`src/rtl/vga_rx_monitor.sv`:
```
// Receive-side checker for the VGA pixel stream: recovers active-pixel coordinates,
// measures line/frame geometry, locks to the expected timing and emits a per-frame RGB checksum.
module vga_rx_monitor #(
    parameter int H_DISPLAY   = 640,
    parameter int V_DISPLAY   = 480,
    parameter int H_TOTAL     = 800,
    parameter int V_TOTAL     = 525,
    parameter int LOCK_FRAMES = 2
) (
    input  logic        clk_50M,
    input  logic        reset,
    input  logic        pix_en,
    input  logic        hs,
    input  logic        vs,
    input  logic        blank,
    input  logic [23:0] rgb,
    output logic        rx_valid,
    output logic [9:0]  rx_x,
    output logic [9:0]  rx_y,
    output logic        locked,
    output logic        frame_done,
    output logic [15:0] frame_sum,
    output logic        err_timing,
    output logic        err_overflow,
    output logic [1:0]  state_dbg
);
    typedef enum logic [1:0] {
        ST_SEARCH  = 2'd0,
        ST_MEASURE = 2'd1,
        ST_LOCKED  = 2'd2
    } state_e;

    localparam logic [9:0] CNT_MAX = 10'h3FF;

    // Sample stage: current and previous qualified samples of the syncs.
    logic        hs_s_q, hs_p_q, vs_s_q, vs_p_q, blank_s_q, smp_v_q;
    logic [23:0] rgb_s_q;

    state_e      state_q, state_d;
    logic [9:0]  h_cnt_q, h_cnt_d, x_cnt_q, x_cnt_d;
    logic [9:0]  v_cnt_q, v_cnt_d, y_cnt_q, y_cnt_d;
    logic [15:0] sum_q, sum_d;
    logic        bad_q, bad_d;
    logic [2:0]  match_q, match_d;

    logic        rx_valid_q, rx_valid_d, locked_q, locked_d;
    logic        frame_done_q, frame_done_d, err_timing_q, err_timing_d;
    logic        err_overflow_q, err_overflow_d;
    logic [9:0]  rx_x_q, rx_x_d, rx_y_q, rx_y_d;
    logic [15:0] frame_sum_q, frame_sum_d;

    logic        line_start, frame_start, line_bad, frame_bad, ovf;
    logic [9:0]  h_base, x_base, v_base;
    logic [15:0] sum_base;

    function automatic logic [9:0] sat_inc(input logic [9:0] v);
        return (v == CNT_MAX) ? v : v + 10'd1;
    endfunction

    always_ff @(posedge clk_50M or negedge reset) begin
        if (!reset) begin
            hs_s_q    <= 1'b1;
            hs_p_q    <= 1'b1;
            vs_s_q    <= 1'b1;
            vs_p_q    <= 1'b1;
            blank_s_q <= 1'b0;
            rgb_s_q   <= '0;
            smp_v_q   <= 1'b0;
        end else begin
            smp_v_q <= pix_en;
            if (pix_en) begin
                hs_p_q    <= hs_s_q;
                hs_s_q    <= hs;
                vs_p_q    <= vs_s_q;
                vs_s_q    <= vs;
                blank_s_q <= blank;
                rgb_s_q   <= rgb;
            end
        end
    end

    always_comb begin
        state_d        = state_q;
        h_cnt_d        = h_cnt_q;
        x_cnt_d        = x_cnt_q;
        v_cnt_d        = v_cnt_q;
        y_cnt_d        = y_cnt_q;
        sum_d          = sum_q;
        bad_d          = bad_q;
        match_d        = match_q;
        rx_valid_d     = 1'b0;
        frame_done_d   = 1'b0;
        err_timing_d   = 1'b0;
        err_overflow_d = 1'b0;
        rx_x_d         = rx_x_q;
        rx_y_d         = rx_y_q;
        frame_sum_d    = frame_sum_q;
        locked_d       = locked_q;
        line_start     = hs_p_q & ~hs_s_q;
        frame_start    = vs_p_q & ~vs_s_q;
        line_bad       = (h_cnt_q != 10'(H_TOTAL)) ||
                         ((x_cnt_q != '0) && (x_cnt_q != 10'(H_DISPLAY)));
        frame_bad      = 1'b0;
        ovf            = 1'b0;
        h_base         = h_cnt_q;
        x_base         = x_cnt_q;
        v_base         = v_cnt_q;
        sum_base       = sum_q;

        if (smp_v_q) begin
            // The closing line is booked to the old frame before any frame check.
            if (line_start) begin
                bad_d = bad_q | line_bad;
                if (x_cnt_q != '0) y_cnt_d = sat_inc(y_cnt_q);
                if (state_q == ST_LOCKED && line_bad) begin
                    err_timing_d = 1'b1;
                    state_d      = ST_MEASURE;
                    match_d      = '0;
                end
            end
            if (frame_start) begin
                frame_bad = bad_d || (v_cnt_q != 10'(V_TOTAL)) || (y_cnt_d != 10'(V_DISPLAY));
                if (state_q == ST_SEARCH) begin
                    state_d = ST_MEASURE;
                    match_d = '0;
                end else begin
                    frame_done_d = 1'b1;
                    frame_sum_d  = sum_q;
                    if (frame_bad) begin
                        err_timing_d = 1'b1;
                        state_d      = ST_MEASURE;
                        match_d      = '0;
                    end else if (state_q == ST_MEASURE) begin
                        match_d = match_q + 3'd1;
                        if (match_d == 3'(LOCK_FRAMES)) state_d = ST_LOCKED;
                    end
                end
                bad_d    = 1'b0;
                y_cnt_d  = '0;
                v_base   = '0;
                sum_base = '0;
            end
            if (line_start) begin
                v_cnt_d = sat_inc(v_base);
                ovf     = (v_cnt_d == CNT_MAX) && (v_base != CNT_MAX);
                h_base  = '0;
                x_base  = '0;
            end else begin
                v_cnt_d = v_base;
            end
            h_cnt_d = sat_inc(h_base);
            if (h_cnt_d == CNT_MAX && h_base != CNT_MAX) ovf = 1'b1;
            x_cnt_d = blank_s_q ? sat_inc(x_base) : x_base;
            sum_d   = sum_base;
            // Pixels are only accepted once the block has seen a frame start.
            if (blank_s_q && state_q != ST_SEARCH) begin
                rx_valid_d = 1'b1;
                rx_x_d     = x_base;
                rx_y_d     = y_cnt_d;
                sum_d      = sum_base + 16'(rgb_s_q[23:16]) + 16'(rgb_s_q[15:8]) + 16'(rgb_s_q[7:0]);
            end
            if (ovf) begin
                err_overflow_d = 1'b1;
                state_d        = ST_SEARCH;
                match_d        = '0;
            end
            locked_d = (state_d == ST_LOCKED);
        end
    end

    always_ff @(posedge clk_50M or negedge reset) begin
        if (!reset) begin
            state_q        <= ST_SEARCH;
            h_cnt_q        <= '0;
            x_cnt_q        <= '0;
            v_cnt_q        <= '0;
            y_cnt_q        <= '0;
            sum_q          <= '0;
            bad_q          <= 1'b0;
            match_q        <= '0;
            rx_valid_q     <= 1'b0;
            rx_x_q         <= '0;
            rx_y_q         <= '0;
            locked_q       <= 1'b0;
            frame_done_q   <= 1'b0;
            frame_sum_q    <= '0;
            err_timing_q   <= 1'b0;
            err_overflow_q <= 1'b0;
        end else begin
            state_q        <= state_d;
            h_cnt_q        <= h_cnt_d;
            x_cnt_q        <= x_cnt_d;
            v_cnt_q        <= v_cnt_d;
            y_cnt_q        <= y_cnt_d;
            sum_q          <= sum_d;
            bad_q          <= bad_d;
            match_q        <= match_d;
            rx_valid_q     <= rx_valid_d;
            rx_x_q         <= rx_x_d;
            rx_y_q         <= rx_y_d;
            locked_q       <= locked_d;
            frame_done_q   <= frame_done_d;
            frame_sum_q    <= frame_sum_d;
            err_timing_q   <= err_timing_d;
            err_overflow_q <= err_overflow_d;
        end
    end

    assign rx_valid     = rx_valid_q;
    assign rx_x         = rx_x_q;
    assign rx_y         = rx_y_q;
    assign locked       = locked_q;
    assign frame_done   = frame_done_q;
    assign frame_sum    = frame_sum_q;
    assign err_timing   = err_timing_q;
    assign err_overflow = err_overflow_q;
    assign state_dbg    = state_q;
endmodule

```
`config.mk`:
```
export PLATFORM = sky130hd
export DESIGN_NAME = vga_rx_monitor
export DESIGN_NICKNAME = d
export VERILOG_FILES = /design/src/rtl/vga_rx_monitor.sv
export SDC_FILE = /design/constraint.sdc
export NUM_CORES = 1
export LEC_CHECK = 0
export CORE_MARGIN = 5
export CORE_UTILIZATION = 63
export CTS_CLUSTER_SIZE = 28
export DETAILED_ROUTE_END_ITERATION = 12
export HOLD_SLACK_MARGIN = 0.08
export PLACE_DENSITY = 0.91
export SYNTH_ARGS = -nofsm -noshare
export SYNTH_HDL_FRONTEND = slang
export SYNTH_SLANG_ARGS = --single-unit
```
`constraint.sdc`:
```
create_clock -name clk_50M -period 12.8 [get_ports clk_50M]
set_input_delay 2.56 -clock clk_50M [delete_from_list [all_inputs] [get_ports clk_50M]]
set_output_delay 2.56 -clock clk_50M [all_outputs]
set_load 0.01 [all_outputs]
```
==> summary.md, run 1 <==
| Metric | Value |
|---|---|
| Outcome | completed |
| Resize count post-CTS | 0 |
| CP required | 13160 ps |
| Adder-Cell Fraction of Synth Area | 0.06899 |
| Setup total negative slack | 0 ps |
| CTS Buf Count | 17 |
| Main combinational cell family by area after synthesis | simple AND/OR/NAND/NOR gates |
| Mapped Cells | 812 |
| Synth Area in Compound Gates | 0.1832 |
| Max Slew Vio Count | 0 |
| H-tree lvl count | 4 |
| Synth Area in XOR/XNOR | 0.01700 |
| Slew at the pin with the worst max-slew slack | 1029 ps |
| RD Place Congestion | 0.9212 |
| Worst Skew | 13.12 ps |
| Slowest stage cell, crit path | dfstp_2 |
| Top post-synthesis cells by area | dfrtp_1 42%, nand2_1 5.6%, mux2_2 5.1% |
| WP data arrival | 4480 ps |
| Post-synth top flop | dfrtp_1 |
| Number of diodes | 0 |
| Tcrit/Tclk final | 0.3217 |
| DR iter-0 viols | 764 |
| Count leader, synth | dfrtp_1 |
| Total gr overflow | 0 |
| Syn avg cell area | 9.515 µm² |
| Die ar. | 14580 µm² |
| Yosys warnings | 0 |
| Flops & latches, synth | 133 |
| Mapped Nets | 875 |
| RSZ-0062 raised after global routing | no |
| Routed vias | 6629 |
| Routed Antenna Nets | 0 |
| Design area | 9037 µm² |
| Layout cell share with drive strength beyond 1 | 0.1123 |
| Clock Sinks | 133 |
| Clock transition at path regs | 60 ps |
| Crit end category | flop |
| Mux cell area share after synthesis | 0.06138 |
| Post-synth top area share | 0.4178 |
| Async S/R FF share, synth | 1.000 |
| Final setup fails | 0 |
| DRC viols | 0 |
| First-pass GRT wire length | 32210 µm |
| Routed wire per std cell | 18.91 µm |
| Number of synthesized flops with an enable pin | 0 |
| Worst-path cell chain | nand2b_1, buf_4, nand2_1, fa_1, inv_1, ha_1, inv_1, fa_1, nor2b_1, o21ai_1, a21boi_0, o21a_1, o21a_1, o21ai_1, a2111oi_0, a311o_1 |
| Antenna violations before repair | 0 |
| CP peak stage delay | 560 ps |
| Nets@finish | 923 |
| Total power | 1.477 mW |
| Die Ht | 120.7 µm |
| Pwr Density | 163.5 nW/µm² |
| Worst setup path class | flop to flop |
| Final min period | 4117 ps |
| CTS hold repair buffers | 0 |
| Slew HR | 0.3120 |
| DR pass1 iterations | 6 |
| Total Routing Usage GR | 0.2745 |
| Count of final hold-check violations | 0 |
| Synth cell count leaders | 129 x dfrtp_1, 115 x nand2_1, 77 x o21ai_0 |
| # IOs | 73 |
| Hpwl dp | 12680 µm |
| WL final | 19290 µm |
| Post-CTS setup buffer count | 0 |
| Vias per Instance | 6.499 |
| Longest Clk Path Bufs | 2 |
| Initial core utilization | 0.6432 |
| Netlist cell types | 80 |
| Worst Hold Class | flop to flop |
| Worst VDD drop | 129.6 µV |
| Layout area overhead | 16.97% |
| Cell Area, Synth | 7726 µm² |
| Clock insertion delay at the later pin of the skew report | 430 ps |
| Leak | 3.895 nW |
| Max-cap violations | 0 |
| Seq/Total Area, Yosys | 0.4314 |
| Port Buf Inserts | 72 |
| CTS tree | built |
| Fmax | 242.9 MHz |
| Crit path launch type | flop |
| CORE AREA | 12010 µm² |
| Largest net degree at the start of global routing | 69 |
| Clock Tree Root | clkbuf_16 |
| Worst-path maximum fanout | 28 |
| Cell taking the most area after synthesis | dfrtp_1 |
| DP Area | 8447 µm² |
| Row Count | 40 |
| Vias in the first global route | 6731 |
| Simple-gate share of the synthesized area | 0.1832 |
| DIE WIDTH | 120.7 µm |
[area by class of cell]
| cell class | instances | area [µm²] |
|---|---|---|
| repair buffers | 79 | 765.7 |
| flip-flops and latches | 133 | 3333 |
| clock buffers | 20 | 436.7 |
| inverters | 52 | 195.2 |
| fillers | 757 | 2974 |
| clock inverters | 12 | 153.9 |
| well taps | 147 | 183.9 |
| multi-input cells | 577 | 3969 |
[final timing paths]
path                                     start                  endpoint  slack [ps]  depth (start not counted)
setup / recovery            vs_s_q$_DFFE_PN1P_     sum_q[13]$_DFFE_PN0P_        8680                         16
hold / removal             rx_x[7]$_DFFE_PN0P_       rx_x[7]$_DFFE_PN0P_         470                          2
setup reg to reg            vs_s_q$_DFFE_PN1P_     sum_q[13]$_DFFE_PN0P_        8680                         16
hold reg to reg            rx_x[7]$_DFFE_PN0P_       rx_x[7]$_DFFE_PN0P_         470                          2
max in group asynchronous                reset   rgb_s_q[23]$_DFFE_PN0P_        9160                          2
min in group asynchronous                reset  frame_sum[8]$_DFFE_PN0P_        2230                          1
[cell families after synthesis]
logic type	after synthesis
buf+inv	102
compound gates	218
xor+xnor	15
simple gates	268
fa+ha+maj	33
flops	133
mux	43
[placed cells by master, fill, tap and decap left out, types with 5 or more instances in the layout]
cell	instances
clkbuf_16	17
xnor2_1	9
o41ai_1	5
dfrtp_1	129
nor2_1	25
a21oi_1	35
nand3_1	25
and3_1	7
fa_1	16
a211o_1	5
o31ai_1	12
inv_1	51
nand2_1	115
o21ai_0	77
o21ai_1	6
xor2_1	6
clkdlybuf4s50_1	70
o21a_1	6
nor4_1	6
mux2i_1	8
nor2b_1	7
mux2_2	35
a31oi_1	9
nor3b_1	7
nand4_1	14
a22o_1	7
and2_1	14
ha_1	17
buf_4	8
a211oi_1	7
nand2b_1	8
a21o_1	6
nor3_1	9
[report_power, final]
group / leakage [nW] / switching [mW] / internal [mW]
combinational: 1.86 / 0.226 / 0.192
sequential: 1.76 / 0.0750 / 0.488
clock: 0.281 / 0.190 / 0.306
total: 3.89 / 0.491 / 0.987
[state kept, by name, summed over array words and instances (netlist names), 10 cells and up]
signal	count
frame_sum	16
h_cnt_q	10
rgb_s_q	24
rx_x	10
rx_y	10
sum_q	16
v_cnt_q	10
x_cnt_q	10
y_cnt_q	10
[critical path: cells and delay by family (launching register included)]
| family | cells | cell delay, ps |
|---|---|---|
| compound gates | 7 | 1650 |
| fa+ha+maj | 3 | 1010 |
| flops | 1 | 560 |
| buf+inv | 3 | 470 |
| simple gates | 3 | 360 |
[per-layer routing]
metal / track usage / vias up / share of wire
met3: 0.05426 / 55 / 0.064
li1: - / 3004 / -
met5: 0 / - / 0
met2: 0.4583 / 326 / 0.51
met4: 0.1402 / 0 / 0.030
met1: 0.3395 / 3244 / 0.39
[through the flow]
| step | utilization | hold WS, ps | worst slack, ps | instances |
|---|---|---|---|---|
| final | 0.7524 | 469.4 | 8683 | 1020 |
| after global routing | 0.7524 | 490.7 | 8524 | 1020 |
| after CTS | 0.7524 | 473.7 | 8741 | 1020 |
| after detailed placement | 0.7032 | 461.3 | 8641 | 988 |
| after global placement | 0.7032 | 449.5 | 8716 | 988 |
| after floorplan | - | 457.8 | 8789 | 812 |
(Power assumes the default switching activity.)
==> run 2, diff against run 1 <==
--- a/config.mk
+++ b/config.mk
@@ -6,11 +6,11 @@
 export NUM_CORES = 1
 export LEC_CHECK = 0
 export CORE_MARGIN = 5
-export CORE_UTILIZATION = 63
+export CORE_UTILIZATION = 58
 export CTS_CLUSTER_SIZE = 28
 export DETAILED_ROUTE_END_ITERATION = 12
 export HOLD_SLACK_MARGIN = 0.08
-export PLACE_DENSITY = 0.91
+export PLACE_DENSITY = 0.85
 export SYNTH_ARGS = -nofsm -noshare
 export SYNTH_HDL_FRONTEND = slang
 export SYNTH_SLANG_ARGS = --single-unit
==> constraint.sdc (replaced) <==
create_clock -name clk_50M -period 4.1 [get_ports clk_50M]
set_input_delay 0.82 -clock clk_50M [delete_from_list [all_inputs] [get_ports clk_50M]]
set_output_delay 0.82 -clock clk_50M [all_outputs]
set_load 0.01 [all_outputs]
==> run 2 against run 1 <==
Compared with the run above:
- total power increased to 3.2 times the previous value
- sequential share of layout area decreased by 0.55 points
- register-to-register slack got worse by 8400 ps
- fmax increased by 7.3%
- die area increased by 7.9%
- clock skew decreased by 7.9 ps
- wire length decreased by 6.7%
- core utilization decreased by 5.4 points
- critical path type unchanged
- critical endpoint unchanged
- largest cell class unchanged
==> summary.md, run 2 (synthesized netlist as in run 1, its figures left out) <==
| Metric | Value |
|---|---|
| Outcome | completed |
| Dpl cells | 1018 (+3.0%) |
| Vias in the first global route | 6286 (-6.6%) |
| CORE AREA | 13140 µm² (+9.4%) |
| DR pass1 iterations | 5 (-1) |
| RD Place Congestion | 0.8991 (-2.4%) |
| CTS Buf Count | 17 (unchanged) |
| Largest net degree at the start of global routing | 82 (+19%) |
| DIE WIDTH | 125.4 µm (+3.9%) |
| # IOs | 73 (unchanged) |
| Total gr overflow | 0 (unchanged) |
| Tcrit/Tclk final | 0.9362 (+0.6145) |
| CP required | 4400 ps (-8760 ps) |
| Hpwl dp | 11880 µm (-6.3%) |
| Pwr Density | 514.2 nW/µm² (+210%) |
| Layout area overhead | 18.74% |
| Die ar. | 15730 µm² (+7.9%) |
| FF/Latch Area | 3333 µm² (unchanged) |
| Die Ht | 125.4 µm (+3.9%) |
| Clock Sinks | 133 (unchanged) |
| Routed vias | 6420 (-3.2%) |
| Most flops, register | rgb_s_q |
| Largest delay contributor family on the critical path | adder cells |
| Number of flip-flops in the largest register | 24 (unchanged) |
| DR iter-0 viols | 586 (-23%) |
| Worst VDD drop | 306.5 µV (+140%) |
| Crit end category | flop |
| Count of final hold-check violations | 0 (unchanged) |
| Slowest stage cell, crit path | fa_1 |
| Buf/Inv on CP | 3 (unchanged) |
| Setup total negative slack | 0 ps (unchanged) |
| Longest Clk Path Bufs | 2 (unchanged) |
| # fillers | 959 (+27%) |
| Worst setup path class | flop to flop |
| RSZ-0062 raised after global routing | no |
| H-tree lvl count | 4 (unchanged) |
| Routed Antenna Nets | 0 (unchanged) |
| Total Routing Usage GR | 0.2341 (-0.04038) |
| Most frequent cells in the layout | 129 x dfrtp_1, 115 x nand2_1, 77 x o21ai_0 |
| Nets@finish | 924 (+0.11%) |
| Routed wire per std cell | 17.14 µm (-9.3%) |
| Number of diodes | 0 (unchanged) |
| Area of the multi-input gates | 3975 µm² (+0.16%) |
| Worst Hold Class | primary input to async pin |
| CP peak stage delay | 520 ps (-40 ps) |
| Fmax | 260.5 MHz (+7.3%) |
| Clock transition at path regs | 60 ps (about the same) |
| Initial core utilization | 0.5881 (-0.05513) |
| CTS tree | built |
| First-pass GRT wire length | 30170 µm (-6.3%) |
| Port Buf Inserts | 72 (unchanged) |
| Layout cell share with drive strength beyond 1 | 0.1156 (+0.003304) |
| Worst-path cell chain | inv_1, fa_1, fa_1, inv_1, ha_1, inv_1, fa_1, nor2b_1, o21ai_1, a21boi_0, o21a_1, o21a_1, o21ai_1, a21o_1, a311o_1 |
| Slew at the pin with the worst max-slew slack | 1074 ps (+45.00 ps) |
| Row Count | 42 (+5.0%) |
| Antenna violations before repair | 0 (unchanged) |
| CTS hold repair buffers | 0 (unchanged) |
| Worst Skew | 5.257 ps (-7.860 ps) |
| WP data arrival | 4140 ps (-340 ps) |
| Slew HR | 0.2829 (-0.02911) |
| Final min period | 3838 ps (-278.8 ps) |
| Most common cell after layout, fill and taps aside | dfrtp_1 |
| Clock Tree Root | clkbuf_16 |
| Clock insertion delay at the later pin of the skew report | 420 ps (about the same) |
| DRC viols | 0 (unchanged) |
| Crit path launch type | flop |
| Max-cap violations | 0 (unchanged) |
| Vias per Instance | 6.114 (-5.9%) |
| Max Slew Vio Count | 0 (unchanged) |
| Worst-path maximum fanout | 5 (-82%) |
| Leak | 3.948 nW (+1.4%) |
| Final setup fails | 0 (unchanged) |
| WL final | 18000 µm (-6.7%) |
| Final std cells w/o fill | 1050 (+2.9%) |
==> run 2: changes by cell type in the layout (fill, tap and decap cells not counted), sizes merged <==
cell      change
clkbuf        +4
buf           +1
bufinv        +2
clkinvlp      -3
inv           -2
clkinv        -1
==> run 2: final timing paths <==
path / from / slack (ps) / cells past startpoint / to
max in group asynchronous: reset / 2900 / 2 / hs_p_q$_DFFE_PN1P_
min in group clk_50M: rx_x[7]$_DFFE_PN0P_ / 460 / 2 / rx_x[7]$_DFFE_PN0P_
setup / recovery: rgb_s_q[1]$_DFFE_PN0P_ / 260 / 15 / sum_q[13]$_DFFE_PN0P_
setup reg to reg: rgb_s_q[1]$_DFFE_PN0P_ / 260 / 15 / sum_q[13]$_DFFE_PN0P_
hold / removal: reset / 420 / 1 / rgb_s_q[7]$_DFFE_PN0P_
hold reg to reg: rx_x[7]$_DFFE_PN0P_ / 460 / 2 / rx_x[7]$_DFFE_PN0P_
==> run 2: cell type report <==
class | count | share of cell area
Clock buffer | 24 | 0.05360
Sequential cell | 133 | 0.3633
Multi-Input combinational cell | 577 | 0.4333
Inverter | 52 | 0.02128
Clock inverter | 8 | 0.01841
Timing Repair Buffer | 80 | 0.08606
Tap cell | 176 | 0.02400
==> run 2: routing by layer <==
metal | track usage | part of all wire | up-vias
met2 | 0.3761 | 0.49 | 215
met1 | 0.3119 | 0.44 | 3154
met4 | 0.09056 | 0.022 | 0
li1 | - | - | 3011
met5 | 0 | 0 | -
met3 | 0.05245 | 0.052 | 40
==> run 2: what timing repair did <==
action / in CTS / in global routing
setup buffers: 0 / 0
endpoints found under the hold margin: 0 / 0
setup endpoints to repair: 0 / 2
resized for setup: 0 / 2
==> run 2: where the power goes <==
group	switching [mW]	total (mW)	internal, mW
combinational	0.681	1.29	0.606
clock	0.544	1.69	1.14
sequential	0.219	1.74	1.52
==> run 2: stage by stage <==
stage	hold WS (ps)	power [mW]	util	setup WS (ps)	instance area (µm²)
finish	421.3	4.717	0.6983	261.6	9174
global route	487.6	4.987	0.6983	9.690	9174
CTS	455.3	4.744	0.6980	242.4	9170
detailed placement	455.9	3.017	0.6477	352.9	8509
global placement	448.9	2.973	0.6477	448.9	8509
floorplan	457.8	2.585	-	89.49	7726
==> run 2: worst register-to-register path, delay by kind of cell (launching register included) <==
family	cells	cell delay, ps
AND/OR/NAND/NOR	1	140
buffers and inverters	3	200
adder cells (fa/ha/maj)	4	1580
flip-flops	1	340
AO/OA/AOI/OAI	7	1470
==> run 3, diff against run 2 <==
--- a/config.mk
+++ b/config.mk
@@ -14,3 +14,4 @@
 export SYNTH_ARGS = -nofsm -noshare
 export SYNTH_HDL_FRONTEND = slang
 export SYNTH_SLANG_ARGS = --single-unit
+export TNS_END_PERCENT = 50
==> results of run 3 <==
The final DEF is identical to that of run 2; final timing and power are the same.
==> variant, RTL diff (flow settings as in run 1) <==
Set the parameter `H_DISPLAY` to 512 (it was 640).
--- a/src/rtl/vga_rx_monitor.sv
+++ b/src/rtl/vga_rx_monitor.sv
@@ -1,7 +1,7 @@
 // Receive-side checker for the VGA pixel stream: recovers active-pixel coordinates,
 // measures line/frame geometry, locks to the expected timing and emits a per-frame RGB checksum.
 module vga_rx_monitor #(
-    parameter int H_DISPLAY   = 640,
+    parameter int H_DISPLAY   = 512,
     parameter int V_DISPLAY   = 480,
     parameter int H_TOTAL     = 800,
     parameter int V_TOTAL     = 525,
Check against the original RTL: same outputs for any inputs over 4 cycles, from zero or initial values and one cycle with reset low; that may be too few to reach the edited logic, so the function may still have changed.
==> variant against run 1 <==
- power up 0.85%
- setup slack worse by 0.27 ns
- sequential share of layout area rose by 1.1 points
- cell area fell by 2.9%
- sequential cell count is the same
- routed wire length shrank 5.0%
- synthesized area fell by 3.9%
- combinational power is 11% higher
- critical endpoint is now sum_q[11]
- largest cell class unchanged
- largest power group unchanged
==> variant: results (changes against run 1) <==
* Highest routed layer: met4
* R2R Setup Slk at 8.41 ns (-0.27 ns)
* Met3 Usage GRT at 0.0606 (+0.00639)
* Post-CTS Resized at 0 (unchanged)
* Hold depth at 2 (unchanged)
* Routed wire length at 18.3 mm (-5.0%)
* Max VDD drop at 140 uV (+8.2%)
* GRT Util Overall at 0.266 (-0.00804)
* Multi-input gate share of total cell area at 0.422 (-0.0174)
* Pin count of the biggest net entering global routing at 75 (+8.7%)
* CTS max path bufs at 2 (unchanged)
* CP endpoint: sum_q[11]
* Primary FF master, synth: dfrtp_1
* Synthesized area per cell at 9.38 um^2 (-1.5%)
* Placed Instances at 972 (-1.6%)
* Hold Crit Class: reg2reg
* Global Route met2 Usage at 0.448 (-0.0107)
* Clock-cell share at 0.0652 (-0.000164)
* Leakage power at 0.00387 uW (-0.65%)
* Drt wl/cell at 18.3 um (-3.5%)
* H-tree levels at 4 (unchanged)
* Initial antenna violation count at 0 (unchanged)
* Non-clock buffer share of cell area at 0.0896 (+0.00484)
* Worst path top cell family by delay: compound AO/OA/AOI/OAI gates
* R2R cell count at 15 (-1)
* Number of nets in the layout at 911 (-1.3%)
* Largest register by flop count: rgb_s_q
* Multi-In Gates at 561 (-2.8%)
* Layout clock buffer count at 28 (+40%)
* Port bufs at 72 (unchanged)
* Nonclk buf count at 81 (+2.5%)
* List of most frequent post-synthesis cells: dfrtp_1 (129), nand2_1 (126), o21ai_0 (73)
* Sequential element share of the synthesized area at 0.449 (+0.0174)
* Max Clock Skew at 0.00686 ns (-0.00625 ns)
* Critical Path Fanout Max at 32 (+14%)
* Invs w/o clock at 54 (+3.8%)
* #FFs+latches synth at 133 (unchanged)
* Yosys cell types at 72 (-10%)
* RePlAce Congestion at 0.908 (-1.5%)
* Routed wl met3 at 1.34 mm (+8.0%)
* Top post-synthesis cells by area: dfrtp_1 (43%), nand2_1 (6.4%), o21ai_0 (4.9%)
* Clock transition at path regs at 0.05 ns
* Vias post-DR at 6,347 (-4.3%)
* Pre-Repair DR Iteration Count at 5 (-1)
* WL met1 at 7.09 mm (-6.8%)
* Vias in the first global route at 6,582 (-2.2%)
* Post-synth net total at 855 (-2.3%)
* Layout cells sized above 1 at 0.102 (-0.0100)
* Worst path arrival time at 4.69 ns (+0.21 ns)
* Post-DP HPWL at 11.7 mm (-7.8%)
* Iter 0 DRT Violations at 714 (-6.5%)
* Met1 global-route usage at 0.325 (-0.0144)
* Largest stage delay, worst path at 0.56 ns (about the same)
* First-pass GRT wire length at 31.1 mm (-3.5%)
* Routed wl met2 at 9.24 mm (-6.4%)
* Filler Cells Inserted at 682 (-9.9%)
* Endpoint of the worst hold path: rx_x[7]
* Sw Share at 0.330 (-0.00173)
* Max_slew headroom at 0.390 (+0.0778)
* Status: completed
[variant: power by group through the flow]
stage	registers [uW]	clock network (uW)	logic (uW)
5_1_grt	565	496	505
3_5_place_dp	558	0	436
6_report	556	470	464
2_1_floorplan	549	0	288
4_1_cts	554	472	463
3_3_place_gp	552	0	407
[variant: per-stage QoR]
step	setup WS (ns)	cell area [um^2]	hold WS, ns	total power [uW]	util
final	8.41	8770	0.468	1490	0.765
after global routing	8.34	8770	0.499	1570	0.765
after CTS	8.47	8770	0.472	1490	0.765
after detailed placement	8.66	8200	0.461	994	0.715
after global placement	8.73	8200	0.454	959	0.715
after floorplan	8.86	7430	0.458	837	-
[variant: kinds of logic (layout without fill, tap and decap cells)]
kind of cell,Yosys count,in the layout,share of synthesized area
AOI/OAI and AO/OA,187,187,0.160
xor gates and xnor gates,19,19,0.0224
adders and majority gates,33,33,0.0718
buffers and inverters,98,167,0.0529
DFF,133,133,0.449
muxes,34,34,0.0509
and+or+nand+nor,288,288,0.193
